[src/rtl/hazard_control_unit.sv]
`default_nettype none
// ============================================================================
// Module      : hazard_control_unit
// Description : Central hazard controller for a 5-stage pipelined CPU.
//               Keeps shadow copies of the register tags and control bits
//               held in EX, MEM and WB. From these it produces the EX operand
//               forwarding selects and the MEM store-data forward. It inserts
//               one bubble on a load-use hazard. It freezes the pipeline while
//               data memory is busy. It also counts stall cycles in a
//               saturating counter.
// Ports       : clk, rst_n            - clock, synchronous active-low reset
//               id_*                  - fields of the instruction in ID
//               mem_busy              - data memory not ready this cycle
//               pc_write, ifid_write  - front-end enables
//               idex_flush            - load a bubble into ID/EX
//               pipe_en               - enable for ID/EX, EX/MEM, MEM/WB
//               fwd_a, fwd_b          - 00 regfile, 01 EX/MEM, 10 MEM/WB
//               fwd_store             - MEM store data from the WB result
//               stall_count           - saturating stall-cycle count
// Revision    : 1.0 - initial release
// ============================================================================
module hazard_control_unit #(
  parameter int CNT_W = 16
) (
  input  logic             clk,
  input  logic             rst_n,
  input  logic [4:0]       id_rs,
  input  logic [4:0]       id_rt,
  input  logic             id_uses_rs,
  input  logic             id_uses_rt,
  input  logic [4:0]       id_dest,
  input  logic             id_regwrite,
  input  logic             id_memread,
  input  logic             id_memwrite,
  input  logic             mem_busy,
  output logic             pc_write,
  output logic             ifid_write,
  output logic             idex_flush,
  output logic             pipe_en,
  output logic [1:0]       fwd_a,
  output logic [1:0]       fwd_b,
  output logic             fwd_store,
  output logic [CNT_W-1:0] stall_count
);

  typedef enum logic [0:0] {
    RUN      = 1'b0,
    MEM_WAIT = 1'b1
  } state_t;

  localparam logic [CNT_W-1:0] c_cnt_max = {CNT_W{1'b1}};
  localparam logic [CNT_W-1:0] c_cnt_one = CNT_W'(1);

  state_t r_state;

  // EX shadow
  logic [4:0] r_ex_rs;
  logic [4:0] r_ex_rt;
  logic [4:0] r_ex_dest;
  logic       r_ex_uses_rs;
  logic       r_ex_uses_rt;
  logic       r_ex_rw;
  logic       r_ex_mr;
  logic       r_ex_mw;
  // MEM shadow
  logic [4:0] r_mem_dest;
  logic [4:0] r_mem_rt;
  logic       r_mem_rw;
  logic       r_mem_mr;
  logic       r_mem_mw;
  // WB shadow
  logic [4:0] r_wb_dest;
  logic       r_wb_rw;

  logic w_freeze;
  logic w_rs_hit;
  logic w_rt_hit;
  logic w_hazard;
  logic w_a_mem;
  logic w_a_wb;
  logic w_b_mem;
  logic w_b_wb;

  // Entering MEM_WAIT is Mealy: the first busy cycle with a memory op in MEM
  // already freezes. Once waiting, only mem_busy decides the release.
  always_comb begin
    w_freeze = 1'b0;
    if (r_state == MEM_WAIT) begin
      w_freeze = mem_busy;
    end else begin
      w_freeze = (r_mem_mr | r_mem_mw) & mem_busy;
    end
  end

  // A store whose rt depends on the load is not a hazard; its data is
  // supplied later through fwd_store.
  assign w_rs_hit = id_uses_rs && (id_rs == r_ex_dest);
  assign w_rt_hit = id_uses_rt && (id_rt == r_ex_dest);
  assign w_hazard = r_ex_mr && r_ex_rw && (r_ex_dest != 5'd0) &&
                    (w_rs_hit || (w_rt_hit && !id_memwrite));

  // Freeze has priority over the load-use bubble.
  always_comb begin
    pc_write   = 1'b0;
    ifid_write = 1'b0;
    idex_flush = 1'b1;
    pipe_en    = 1'b0;
    if (rst_n) begin
      pipe_en    = !w_freeze;
      pc_write   = !w_freeze && !w_hazard;
      ifid_write = !w_freeze && !w_hazard;
      idex_flush = !w_freeze && w_hazard;
    end
  end

  // Forwarding: register 0 is never forwarded. EX/MEM wins over MEM/WB.
  assign w_a_mem = r_mem_rw && (r_mem_dest != 5'd0) && r_ex_uses_rs && (r_mem_dest == r_ex_rs);
  assign w_a_wb  = r_wb_rw  && (r_wb_dest  != 5'd0) && r_ex_uses_rs && (r_wb_dest  == r_ex_rs);
  assign w_b_mem = r_mem_rw && (r_mem_dest != 5'd0) && r_ex_uses_rt && (r_mem_dest == r_ex_rt);
  assign w_b_wb  = r_wb_rw  && (r_wb_dest  != 5'd0) && r_ex_uses_rt && (r_wb_dest  == r_ex_rt);

  always_comb begin
    fwd_a     = 2'b00;
    fwd_b     = 2'b00;
    fwd_store = 1'b0;
    if (rst_n) begin
      if (w_a_mem) begin
        fwd_a = 2'b01;
      end else if (w_a_wb) begin
        fwd_a = 2'b10;
      end
      if (w_b_mem) begin
        fwd_b = 2'b01;
      end else if (w_b_wb) begin
        fwd_b = 2'b10;
      end
      fwd_store = r_mem_mw && r_wb_rw && (r_wb_dest != 5'd0) && (r_wb_dest == r_mem_rt);
    end
  end

  always_ff @(posedge clk) begin
    if (!rst_n) begin
      r_state      <= RUN;
      stall_count  <= '0;
      r_ex_rs      <= 5'd0;
      r_ex_rt      <= 5'd0;
      r_ex_dest    <= 5'd0;
      r_ex_uses_rs <= 1'b0;
      r_ex_uses_rt <= 1'b0;
      r_ex_rw      <= 1'b0;
      r_ex_mr      <= 1'b0;
      r_ex_mw      <= 1'b0;
      r_mem_dest   <= 5'd0;
      r_mem_rt     <= 5'd0;
      r_mem_rw     <= 1'b0;
      r_mem_mr     <= 1'b0;
      r_mem_mw     <= 1'b0;
      r_wb_dest    <= 5'd0;
      r_wb_rw      <= 1'b0;
    end else begin
      case (r_state)
        RUN:      if (w_freeze) r_state <= MEM_WAIT;
        MEM_WAIT: if (!mem_busy) r_state <= RUN;
        default:  r_state <= RUN;
      endcase

      if (!pc_write && (stall_count != c_cnt_max)) begin
        stall_count <= stall_count + c_cnt_one;
      end

      if (pipe_en) begin
        // A flushed slot keeps its tags but loses every control bit.
        r_ex_rs      <= id_rs;
        r_ex_rt      <= id_rt;
        r_ex_dest    <= id_dest;
        r_ex_uses_rs <= id_uses_rs  && !idex_flush;
        r_ex_uses_rt <= id_uses_rt  && !idex_flush;
        r_ex_rw      <= id_regwrite && !idex_flush;
        r_ex_mr      <= id_memread  && !idex_flush;
        r_ex_mw      <= id_memwrite && !idex_flush;
        r_mem_dest   <= r_ex_dest;
        r_mem_rt     <= r_ex_rt;
        r_mem_rw     <= r_ex_rw;
        r_mem_mr     <= r_ex_mr;
        r_mem_mw     <= r_ex_mw;
        r_wb_dest    <= r_mem_dest;
        r_wb_rw      <= r_mem_rw;
      end
    end
  end

endmodule
`default_nettype wire

[config.mk]
export PLATFORM = sky130hd
export DESIGN_NAME = hazard_control_unit
export DESIGN_NICKNAME = d
export VERILOG_FILES = /design/src/rtl/hazard_control_unit.sv
export SDC_FILE = /design/constraint.sdc
export NUM_CORES = 1
export LEC_CHECK = 0
export CAP_MARGIN = 20
export CELL_PAD_IN_SITES_DETAIL_PLACEMENT = 1
export CELL_PAD_IN_SITES_GLOBAL_PLACEMENT = 1
export CORE_ASPECT_RATIO = 1.2
export CORE_MARGIN = 2
export CORE_UTILIZATION = 30
export DETAILED_ROUTE_END_ITERATION = 8
export GPL_TIMING_DRIVEN = 0
export PLACE_DENSITY_LB_ADDON = 0.1
export SETUP_SLACK_MARGIN = 0.02
export SYNTH_ARGS = -nofsm -noshare
export SYNTH_HDL_FRONTEND = slang
export SYNTH_SLANG_ARGS = --single-unit
[constraint.sdc]
create_clock -name clk -period 4.89 [get_ports clk]
set_input_delay 0.978 -clock clk [delete_from_list [all_inputs] [get_ports clk]]
set_output_delay 0.978 -clock clk [all_outputs]
set_load 0.01 [all_outputs]
# After elaboration in Yosys (flattened, before gate mapping)

Index checks and enable logic that the tools add are counted.

Add/subtract/negate cells: 1
Eq/ne operators: 8
Muxes and demuxes: 14
Bitwise gates (word level): 3
Reduce and logical (&&, ||, !) cells: 36

Operators by type and width:

| operator                                                        | number |
|---|---|
| 5-bit == test                                                   | 7 |
| 1-bit logical AND                                               | 27 |
| 16-bit by 1-bit adder with 16-bit output, second input constant | 1 |
| 16-bit != test, second input constant                           | 1 |
| 5-bit nonzero test                                              | 3 |
| 2-bit two-way mux                                               | 6 |
| 1-bit two-way mux                                               | 7 |
| 1-bit zero test                                                 | 5 |
| 1-bit one-hot mux with 2 select lines                           | 1 |
| 1-bit bitwise AND                                               | 1 |
| 1-bit logical OR                                                | 1 |
| 1-bit inverter                                                  | 1 |
| 1-bit OR                                                        | 1 |

Flip-flop bits (word level): 56
Input bits: 23
Output and inout bits: 25
Logic and storage cells: 79

# Depth between registers and ports, before layout

Gate-level depths: netlist of the first run.

Word-level depth: 10
Mapped depth: 8
Depth with buffers taken out: 7

# Least setup slack after synthesis of the first run

OpenSTA, ideal clock, no wires.

Kind: input to output
Start: input id_rt[1]
End: output pc_write
Arrival: 2.037 ns
Required time: 3.912 ns
Path slack: 1.875 ns
Stages: 7
Path buffers: 2
Path through: xnor2_1 -> nand4_1 -> o22ai_2 -> nand2_1 -> and2_1 -> buf_2 -> buf_4

Longest elaborated chain between the ends: 8

Ends and longest elaborated chain:

| element            | RTL line | text |
|---|---|---|
| start: declaration | 28       | `input logic [4:0] id_rt,` |
| 5-bit == test      | 98       | `assign w_rt_hit = id_uses_rt && (id_rt == r_ex_dest);` |
| 1-bit logical AND  | 98       |  |
| 1-bit logical AND  | 100      | `(w_rs_hit \|\| (w_rt_hit && !id_memwrite));` |
| 1-bit logical OR   | 100      |  |
| 1-bit logical AND  | 99       | `assign w_hazard = r_ex_mr && r_ex_rw && (r_ex_dest != 5'd0) &&` |
| 1-bit zero test    | --       |  |
| 1-bit logical AND  | --       |  |
| 1-bit two-way mux  | --       |  |
| end: declaration   | 36       | `output logic pc_write,` |

No other way between the ends.

# Worst setup path in the final report of the first run

Start: input id_rt[4]
End: output pc_write

Longest elaborated chain between the ends: 8

Ends and longest elaborated chain:

| element           | RTL line | text |
|---|---|---|
| 5-bit == test     | 98       |  |
| 1-bit logical AND | 98       |  |
| 1-bit logical AND | 100      |  |
| 1-bit logical OR  | 100      |  |
| 1-bit logical AND | 99       |  |
| 1-bit zero test   | 110      | `pc_write = !w_freeze && !w_hazard;` |
| 1-bit logical AND | 110      |  |
| 1-bit two-way mux | 108      | `if (rst_n) begin` |

No other way between the ends.

==> metrics, run 1 <==
status=finished clean; die height=108.9 um; die area=9952 um2; fin util=38.75%; kind of start point of the critical path=input port; FF-to-FF setup slack=2.48 ns; hpwl dp=6496 um; CTS Root Cell=clkbuf_8; sequential power share=51.6%; clk_skew=0.01314 ns; critical path arrival=3.18 ns; Cell variety after synth=46; Worst Hold Class=reg -> reg; DP Worst Slack=0.7063 ns; clock-pin slew on the worst setup and hold paths=~0.10 ns; final-stage net count=between 400 and 500; Post-Synth XOR/XNOR Area=11.46%; reg-to-reg startpoint=stall_count[0]; cell accounting for the most synthesized area=dfxtp_1; # setup viols final=0; FF-to-FF End=stall_count[0]; grt ovf=0; Ports=48; pwr/cell area=288.2 nW/um2; Post-CTS Hold Buffers=0; cell area after synthesis=around 2800 um2; share of the synthesized area in the top cell type=40.76%; Cell Int Power=approximately 0.7 mW; Max-slew headroom=56.83%; CP required=3.91 ns; mux contribution to synthesized area=less than 1%; cells on worst reg2reg path=8; Switching Power=slightly below 0.3 mW; Maximum Capacitance Violations=0; Final ANT Viol Nets=0; clock sinks=56; Final Hold Vio Count=0; clock share of power=32.3%; Via Count=2562; power share of the combinational group=between 10% and 20%; postcts setup bufs=0; Die Span X=91.40 um; Area Overhead vs Synth=26.62%; initial antenna violation count=0; syn_area_per_cell=8.234 um2; Critical Path Sink Type=primary output; Setup CP Type=in -> out; post-synthesis adder-cell area fraction=0.4550%; Tcrit/Tclk final=between 80 and 90%; Ant. Diodes=0; vias per cell=just over 5; Starting DRT DRC Count=60; Worst Tran Pin Value=approximately 0.64 ns; switching fraction of total power=29.07%; Net Count, Synth=358; P_leak=1.226 nW; largest net degree at the start of global routing=19; Clock Path Buffers=2; Synth warnings=0; global-route wire length before repair=13880 um; CTS-repair resized insts=0; Starting Density=30.60%; First-pass DRT Iterations=4; Max VDD drop=0.0001353 V; CTS buffer count=5; ys flop type=dfxtp_1; total routed wirelength=8707 um; sequential share of the synthesized area=40.76%; # fillers=1076; CTS tree=built; number of global-route vias before repair=2575; largest family of logic cells by synthesized area=simple AND/OR/NAND/NOR gates; Critical Path Start=id_rt[4]; async set or reset register ratio after synthesis=0%; Max Slew Vio Count=0; DRC viols=0; H-tree depth=2; simple-gate area share of the yosys netlist=around a quarter; GRT Total Usage=17.96%; Placer Congestion=between 0.7 and 0.8; PortBufs=46; row count=38; placeable core area=8986 um2; layout cells sized above 1=10.28%; Setup crit end=pc_write; post-synthesis register bit count=56; RSZ-0062 raised after global routing=false; number of synthesized flops with an enable pin=0; Routed WL per cell=17.11 um; largest cells by area after synthesis=dfxtp_1 (41%), nand2_1 (10%), a21oi_1 (7.5%), xnor2_1 (6.1%), xor2_1 (5.4%); complex-gate fraction of the synthesized area=18.79%; Max Fanout on Critical Path=7; Worst-Skew Late Latency=approximately 0.32 ns; Fin Setup TNS=0 ns; Tmin final=4.162 ns; Peak Freq=between 200 and 250 MHz; Mapped Cells=334; Setup WS post-layout=about 0.73 ns
## placed cells by master (no fill, tap or decap), types with 2 or more instances in the layout
master           synthesis  layout
or3_2                    6       6
nor3_1                   5       5
nor4_1                   4       4
xor2_1                  17      17
nor2_1                  12      12
o21ai_0                  5       5
o31ai_1                  3       3
inv_1                    5       5
clkdlybuf4s50_1          0      46
nand2_1                 75      75
or3_1                    2       2
nand3_1                 13      13
or4_1                    4       4
clkinv_4                 0       2
a22o_1                   5       5
buf_4                    2       2
a21oi_2                  6       6
o41ai_1                  2       2
o211ai_1                 2       2
nand4_1                  8       8
a21oi_1                 41      41
xnor2_1                 19      19
dfxtp_1                 56      56
clkbuf_8                 0       5
and3_1                   2       2
buf_2                    3       3
o21ai_2                  6       6
clkbuf_1                10      10
## flip-flops by register name, summed over array words and instances, names as in the netlist, 5 cells and up
name,flops
r_ex_rt,5
r_ex_dest,5
r_wb_dest,5
r_mem_dest,5
stall_count,16
r_ex_rs,5
r_mem_rt,5
## routing by layer
layer	share of wire [%]	vias to the layer above	global-route usage (%)
li1	-	1268	-
met1	45	1252	21.76
met2	52	35	33.35
met3	2.2	7	2.626
met4	1.1	0	4.329
met5	0	-	0
## Yosys cell counts, types with 4 or more instances
cell type / count
a21oi_1: 41
a21oi_2: 6
a22o_1: 5
clkbuf_1: 10
dfxtp_1: 56
inv_1: 5
nand2_1: 75
nand3_1: 13
nand4_1: 8
nor2_1: 12
nor3_1: 5
nor4_1: 4
o21ai_0: 5
o21ai_2: 6
or3_2: 6
or4_1: 4
xnor2_1: 19
xor2_1: 17
## how the worst min path moves through the flow
| stage | start | end | slack (ns) | cells past startpoint |
|---|---|---|---|---|
| global route | r_mem_rt[2] | r_mem_rt[2] | 0.50 | 2 |
| floorplan | r_wb_rw | r_wb_rw | 0.43 | 2 |
| finish | r_wb_rw | r_wb_rw | 0.48 | 2 |
| detailed placement | r_wb_rw | r_wb_rw | 0.46 | 2 |
| CTS | r_wb_rw | r_wb_rw | 0.47 | 2 |
| global placement | r_wb_rw | r_wb_rw | 0.44 | 2 |
## power groups by stage
| stage | combinational [mW] | sequential (mW) | clock (mW) |
|---|---|---|---|
| global route | 0.178 | 0.522 | 0.354 |
| global placement | 0.159 | 0.528 | 0 |
| detailed placement | 0.162 | 0.529 | 0 |
| floorplan | 0.101 | 0.516 | 0 |
| finish | 0.161 | 0.518 | 0.324 |
| CTS | 0.163 | 0.519 | 0.331 |
## worst max-delay path: stages
cell,delay (ns)
clkdlybuf4s50_1,0.56
xnor2_1,0.14
nand4_1,0.14
o22ai_2,0.33
nand2_1,0.11
and2_1,0.17
buf_2,0.16
buf_4,0.14
clkdlybuf4s50_1,0.47
## final cells by class
type | count | area (um2) | area share (%)
inverters | 5 | 18.77 | 0.5390
clock inverters | 3 | 47.55 | 1.365
clock buffers | 5 | 68.82 | 1.976
repair buffers | 47 | 465.4 | 13.37
well taps | 120 | 150.1 | 4.312
plain buffers | 17 | 82.58 | 2.372
multi-input cells | 256 | 1528 | 43.87
flip-flops and latches | 56 | 1121 | 32.20
## per-stage QoR
| stage | total power, mW | instances | cell area [um2] | hold slack [ns] |
|---|---|---|---|---|
| global route | 1.054 | 509 | 3482 | 0.4992 |
| global placement | 0.6876 | 500 | 3361 | 0.4421 |
| CTS | 1.013 | 508 | 3477 | 0.4739 |
| detailed placement | 0.6912 | 500 | 3361 | 0.4579 |
| finish | 1.004 | 509 | 3482 | 0.4772 |
| floorplan | 0.6173 | 334 | 2750 | 0.4324 |
## cells by family after synthesis
| family | Yosys count |
|---|---|
| simple gates | 140 |
| compound gates | 78 |
| flops | 56 |
| xor+xnor | 36 |
| buf+inv | 22 |
| mux | 1 |
| fa+ha+maj | 1 |
(Power assumes the default switching activity.)
==> inputs of run 2 (changes only) <==
--- a/config.mk
+++ b/config.mk
@@ -10,7 +10,7 @@
 export CELL_PAD_IN_SITES_GLOBAL_PLACEMENT = 1
 export CORE_ASPECT_RATIO = 1.2
 export CORE_MARGIN = 2
-export CORE_UTILIZATION = 30
+export CORE_UTILIZATION = 42
 export DETAILED_ROUTE_END_ITERATION = 8
 export GPL_TIMING_DRIVEN = 0
 export PLACE_DENSITY_LB_ADDON = 0.1
@@ -18,3 +18,4 @@
 export SYNTH_ARGS = -nofsm -noshare
 export SYNTH_HDL_FRONTEND = slang
 export SYNTH_SLANG_ARGS = --single-unit
+export TNS_END_PERCENT = 5
==> run 2 against run 1 <==
  * Setup slack improved by 0.034 ns
  * Total power up 3.3%
  * Non-clock buffer count stayed put
  * Maximum frequency is 0.83% higher
  * Critical path type unchanged
  * Largest power group unchanged
  * Highest routed layer unchanged
==> metrics, run 2 (synthesized netlist as in run 1, its figures left out) <==
status=finished clean (unchanged); global-route wire length before repair=13640 um (was 13880 um); Area Overhead vs Synth=25.48% (was 26.62%); Critical Path Sink Type=primary output (unchanged); Max Fanout on Critical Path=7 (unchanged); cells on worst reg2reg path=8 (unchanged); commonest non-fill, non-tap cell in the layout=nand2_1 (unchanged); Final Hold Vio Count=0 (unchanged); kind of start point of the critical path=input port (unchanged); FF-to-FF End=stall_count[0] (unchanged); Tcrit/Tclk final=84.40% (was 85.10%); max FFs per register=16 (unchanged); Worst Hold Class=reg -> reg (unchanged); grt ovf=0 (unchanged); CP max stage cell=clkdlybuf4s50_1 (unchanged); PortBufs=46 (unchanged); critical path, cell by cell=clkdlybuf4s50_1, xnor2_1, nand4_1, o22ai_2, nand2_1, and2_1, buf_2, buf_4, clkdlybuf4s50_1 (unchanged); Final ANT Viol Nets=0 (unchanged); clk_skew=0.007114 ns (was 0.01314 ns); most frequent cell on the critical path=clkdlybuf4s50_1 (unchanged); Ant. Diodes=0 (unchanged); CP Buf/Inv Count=4 (unchanged); placed cells=465 (was 500); placeable core area=6366 um2 (was 8986 um2); Setup crit end=pc_write (unchanged); CTS-repair resized insts=0 (unchanged); CTS tree=built (unchanged); FF-to-FF setup slack=2.50 ns (was 2.48 ns); total routed wirelength=8306 um (was 8707 um); largest reg by FF count=stall_count (unchanged); First-pass DRT Iterations=4 (unchanged); critical path arrival=3.15 ns (was 3.18 ns); Ports=48 (unchanged); hpwl dp=6194 um (was 6496 um); Starting Density=43.20% (was 30.60%); DRC viols=0 (unchanged); design area=3451 um2 (was 3482 um2); pwr/cell area=300.4 nW/um2 (was 288.2 nW/um2); highest-count cells in the layout ignoring fill and taps=nand2_1 (75), dfxtp_1 (56), clkdlybuf4s50_1 (46), a21oi_1 (41), xnor2_1 (19) (unchanged); final-stage net count=412 (unchanged); H-tree depth=2 (unchanged); Max Slew Vio Count=0 (unchanged); die height=92.64 um (was 108.9 um); postcts setup bufs=0 (unchanged); vias per cell=5.535 (was 5.033); critical path depth in cells=9 (unchanged); CP max stage delay=0.52 ns (was 0.56 ns); # setup viols final=0 (unchanged); largest net degree at the start of global routing=17 (was 19); Worst Tran Pin Value=0.6967 ns (was 0.6420 ns); Tmin final=4.127 ns (was 4.162 ns); RSZ-0062 raised after global routing=false (unchanged); CTS Root Cell=clkbuf_8 (unchanged); Fin Setup TNS=0 ns (unchanged); reg-to-reg startpoint=stall_count[0] (unchanged); Top delay family on crit path=buffers and inverters (unchanged); CTS buffer count=5 (unchanged); fin cells=473 (was 509); Clock Path Buffers=2 (unchanged); Peak Freq=242.3 MHz (was 240.3 MHz); Starting DRT DRC Count=59 (was 60); Critical Path Start=id_rt[4] (unchanged); CP required=3.91 ns (about the same); row count=32 (was 38); Placer Congestion=0.8144 (was 0.7883); Die Span X=77.87 um (was 91.40 um); Routed WL per cell=17.56 um (was 17.11 um); clock-pin slew on the worst setup and hold paths=0.10 ns (about the same); Via Count=2618 (was 2562); P_leak=1.232 nW (was 1.226 nW); Max-slew headroom=53.15% (was 56.83%); die area=7214 um2 (was 9952 um2); Setup CP Type=in -> out (unchanged); Area after DPL=3317 um2 (was 3361 um2); Post-CTS Hold Buffers=0 (unchanged); Worst-Skew Late Latency=0.32 ns (about the same); layout cells sized above 1=10.05% (was 10.28%); number of global-route vias before repair=2754 (was 2575); Maximum Capacitance Violations=0 (unchanged); Pwr Total=1.037 mW (was 1.004 mW); GRT Total Usage=24.41% (was 17.96%); initial antenna violation count=0 (unchanged); hold path start=r_wb_rw (unchanged); clock sinks=56 (unchanged); Max VDD drop=0.0001780 V (was 0.0001353 V)
[run 2: cell types whose count changed in the layout (fill, tap and decap cells not counted)]
cell       change
clkinv_4       -2
bufinv_16      +1
[run 2: layout make-up]
type	count	area [um2]
clock inverter	2	60.06
sequential	56	1121
tap	85	106.4
inverter	5	18.77
timing repair buffer	47	465.4
fill	760	2915
buffer	17	82.58
clock buffer	5	68.82
multi-input combinational	256	1528
[run 2: per-stage QoR]
stage / utilization (%) / hold WS [ns] / setup slack [ns]
6_report: 54.21 / 0.4693 / 0.7628
2_1_floorplan: - / 0.4324 / 1.875
4_1_cts: 54.13 / 0.4683 / 0.7405
3_3_place_gp: 52.10 / 0.4435 / 0.7877
5_1_grt: 54.21 / 0.4893 / 0.6383
3_5_place_dp: 52.10 / 0.4531 / 0.7429
[run 2: layer usage]
layer  track usage, %  share of wire, %
met1            26.36                41
met2            46.55                54
met3            3.899               2.3
met4            9.821               2.3
met5                0                 0
[run 2: tightest hold or removal path, cell delays in order (launching register included)]
cell and delay (ns):
dfxtp_1 0.32, nand2_1 0.06, a21oi_1 0.05
[run 2: report_power, final]
part / internal (mW) / total, mW / switching, mW
clock network: 0.202 / 0.359 / 0.158
registers: 0.481 / 0.517 / 0.0360
logic: 0.0757 / 0.160 / 0.0841
total: 0.759 / 1.04 / 0.278
[run 2: worst min-delay path by stage]
stage | slack [ns] | cells past startpoint | to
floorplan | 0.43 | 2 | r_wb_rw
global placement | 0.44 | 2 | r_wb_rw
detailed placement | 0.45 | 2 | r_wb_rw
CTS | 0.47 | 2 | r_wb_rw
global route | 0.49 | 2 | r_mem_rt[1]
finish | 0.47 | 2 | r_wb_rw
==> edit: new RTL, config.mk and constraints of run 2 <==
Change the parameter `CNT_W` from 16 to 24.
--- a/src/rtl/hazard_control_unit.sv
+++ b/src/rtl/hazard_control_unit.sv
@@ -21,5 +21,5 @@
 // ============================================================================
 module hazard_control_unit #(
-  parameter int CNT_W = 16
+  parameter int CNT_W = 24
 ) (
   input  logic             clk,
Interface: changed (resized stall_count); port bits go from 48 to 56. The function was not compared with the original's and may differ.
==> edit against run 2 <==
  * Sequential share of layout area increased by 0.34 points
  * Final area rose by 13%
  * Synthesized cell count up 13%
  * Area after synthesis rose by 12%
  * Fmax shrank 3.1%
  * Largest cell class unchanged
  * Critical path depth is 4 lower
  * Routed wire length is 14% higher
  * Non-clock buffer count increased by 13
  * Worst setup slack lost 0.13 ns
  * Total power grew 13%
  * Largest power group unchanged
  * Clock power increased by 16%
  * Sequential cell count is 8 higher
==> edit: results (changes against run 2) <==
Final Skew: 0.00987 ns (+0.00275 ns)
Post-Layout Cell Count: 540 (+14%)
gpl congestion: 0.863 (+6.0%)
Cell variety after synth: 41 (-11%)
list of most frequent post-synthesis cells: 85 x nand2_1, 64 x dfxtp_1, 49 x a21oi_1
status: finished clean
post-synthesis net count: 403 (+13%)
GRT Util Overall: 25.5% (+1.1 points)
Crit Path Max Fanout: 10 (+3)
filler cell count: 909 (+20%)
Final Util: 54.6% (+0.40 points)
Avg Vias per Cell: 5.67 (+2.4%)
placed inst area: 3730 um2 (+12%)
largest net degree at the start of global routing: 12 (-5)
number of global-route vias before repair: 3161 (+15%)
DR iter-0 viols: 102 (+73%)
CTS Buf Count: 9 (+4)
Leak: 1.41 nW (+14%)
Final #Nets: 469 (+14%)
DPL Wire Length: 6.94 mm (+12%)
global-route wire length before repair: 15.6 mm (+15%)
slowest stage delay, CP: 0.63 ns (+0.11 ns)
clk_lat worst skew: 0.36 ns (+0.04 ns)
drt pass-1 iters: 5 (+1)
Slew @ Worst Pin: 0.887 ns (+0.190 ns)
H-tree depth: 3 (+1)
routed len/inst: 17.6 um (+0.21%)
-- edit: changes by cell type after synthesis, sizes merged, moves of 5 or more --
cell,change
nor4,+5
dfxtp,+8
xor2,+9
nand2,+10
xnor2,-9
-- edit: layout make-up --
| class | instances | area share [%] |
|---|---|---|
| Multi-Input combinational cell | 291 | 42.9 |
| Sequential cell | 64 | 32.8 |
| Timing Repair Buffer | 55 | 14.1 |
| Clock buffer | 10 | 3.53 |
| Tap cell | 90 | 2.89 |
| Buffer | 22 | 2.66 |
| Clock inverter | 6 | 0.898 |
| Inverter | 2 | 0.192 |
-- edit: cells by family after synthesis --
group / share of synthesized area (%)
xor+xnor: 10.3
buf+inv: 3.63
flops: 41.8
mux: 1.31
simple gates: 25.5
compound gates: 17.1
fa+ha+maj: 0.408
-- edit: metrics by stage --
stage | hold slack [ns] | total power, mW | setup WS [ns]
CTS | 0.470 | 1.17 | 0.623
floorplan | 0.432 | 0.686 | 1.93
global route | 0.495 | 1.22 | 0.530
detailed placement | 0.460 | 0.761 | 0.646
global placement | 0.443 | 0.755 | 0.688
finish | 0.472 | 1.17 | 0.630
-- edit: worst paths after layout --
kind / slack, ns / to / cells after the start
worst max register to register: 2.61 / stall_count[19] / 7
worst max-delay path: 0.63 / fwd_a[1] / 5
worst min register to register: 0.47 / r_wb_rw / 2
worst min-delay path: 0.47 / r_wb_rw / 2
-- edit: metal layers --
metal | global-route usage (%) | routed length (um) | up-vias
met1 | 28.4 | 3930 | 1488
met5 | 0 | 0 | -
met3 | 5.48 | 330 | 26
met2 | 46.0 | 5000 | 73
met4 | 9.49 | 250 | 0
li1 | - | - | 1473
-- edit: worst max-delay path, delay by kind of cell --
kind	cells	cell delay (ns)
buffers and inverters	3	1.70
AND/OR/NAND/NOR	1	0.32
AO/OA/AOI/OAI	1	0.27
-- edit: where the power goes --
group / switching, mW / internal [mW] / total (mW)
logic: 0.0920 / 0.0760 / 0.168
clock network: 0.224 / 0.194 / 0.417
registers: 0.0354 / 0.546 / 0.582
total: 0.351 / 0.816 / 1.17
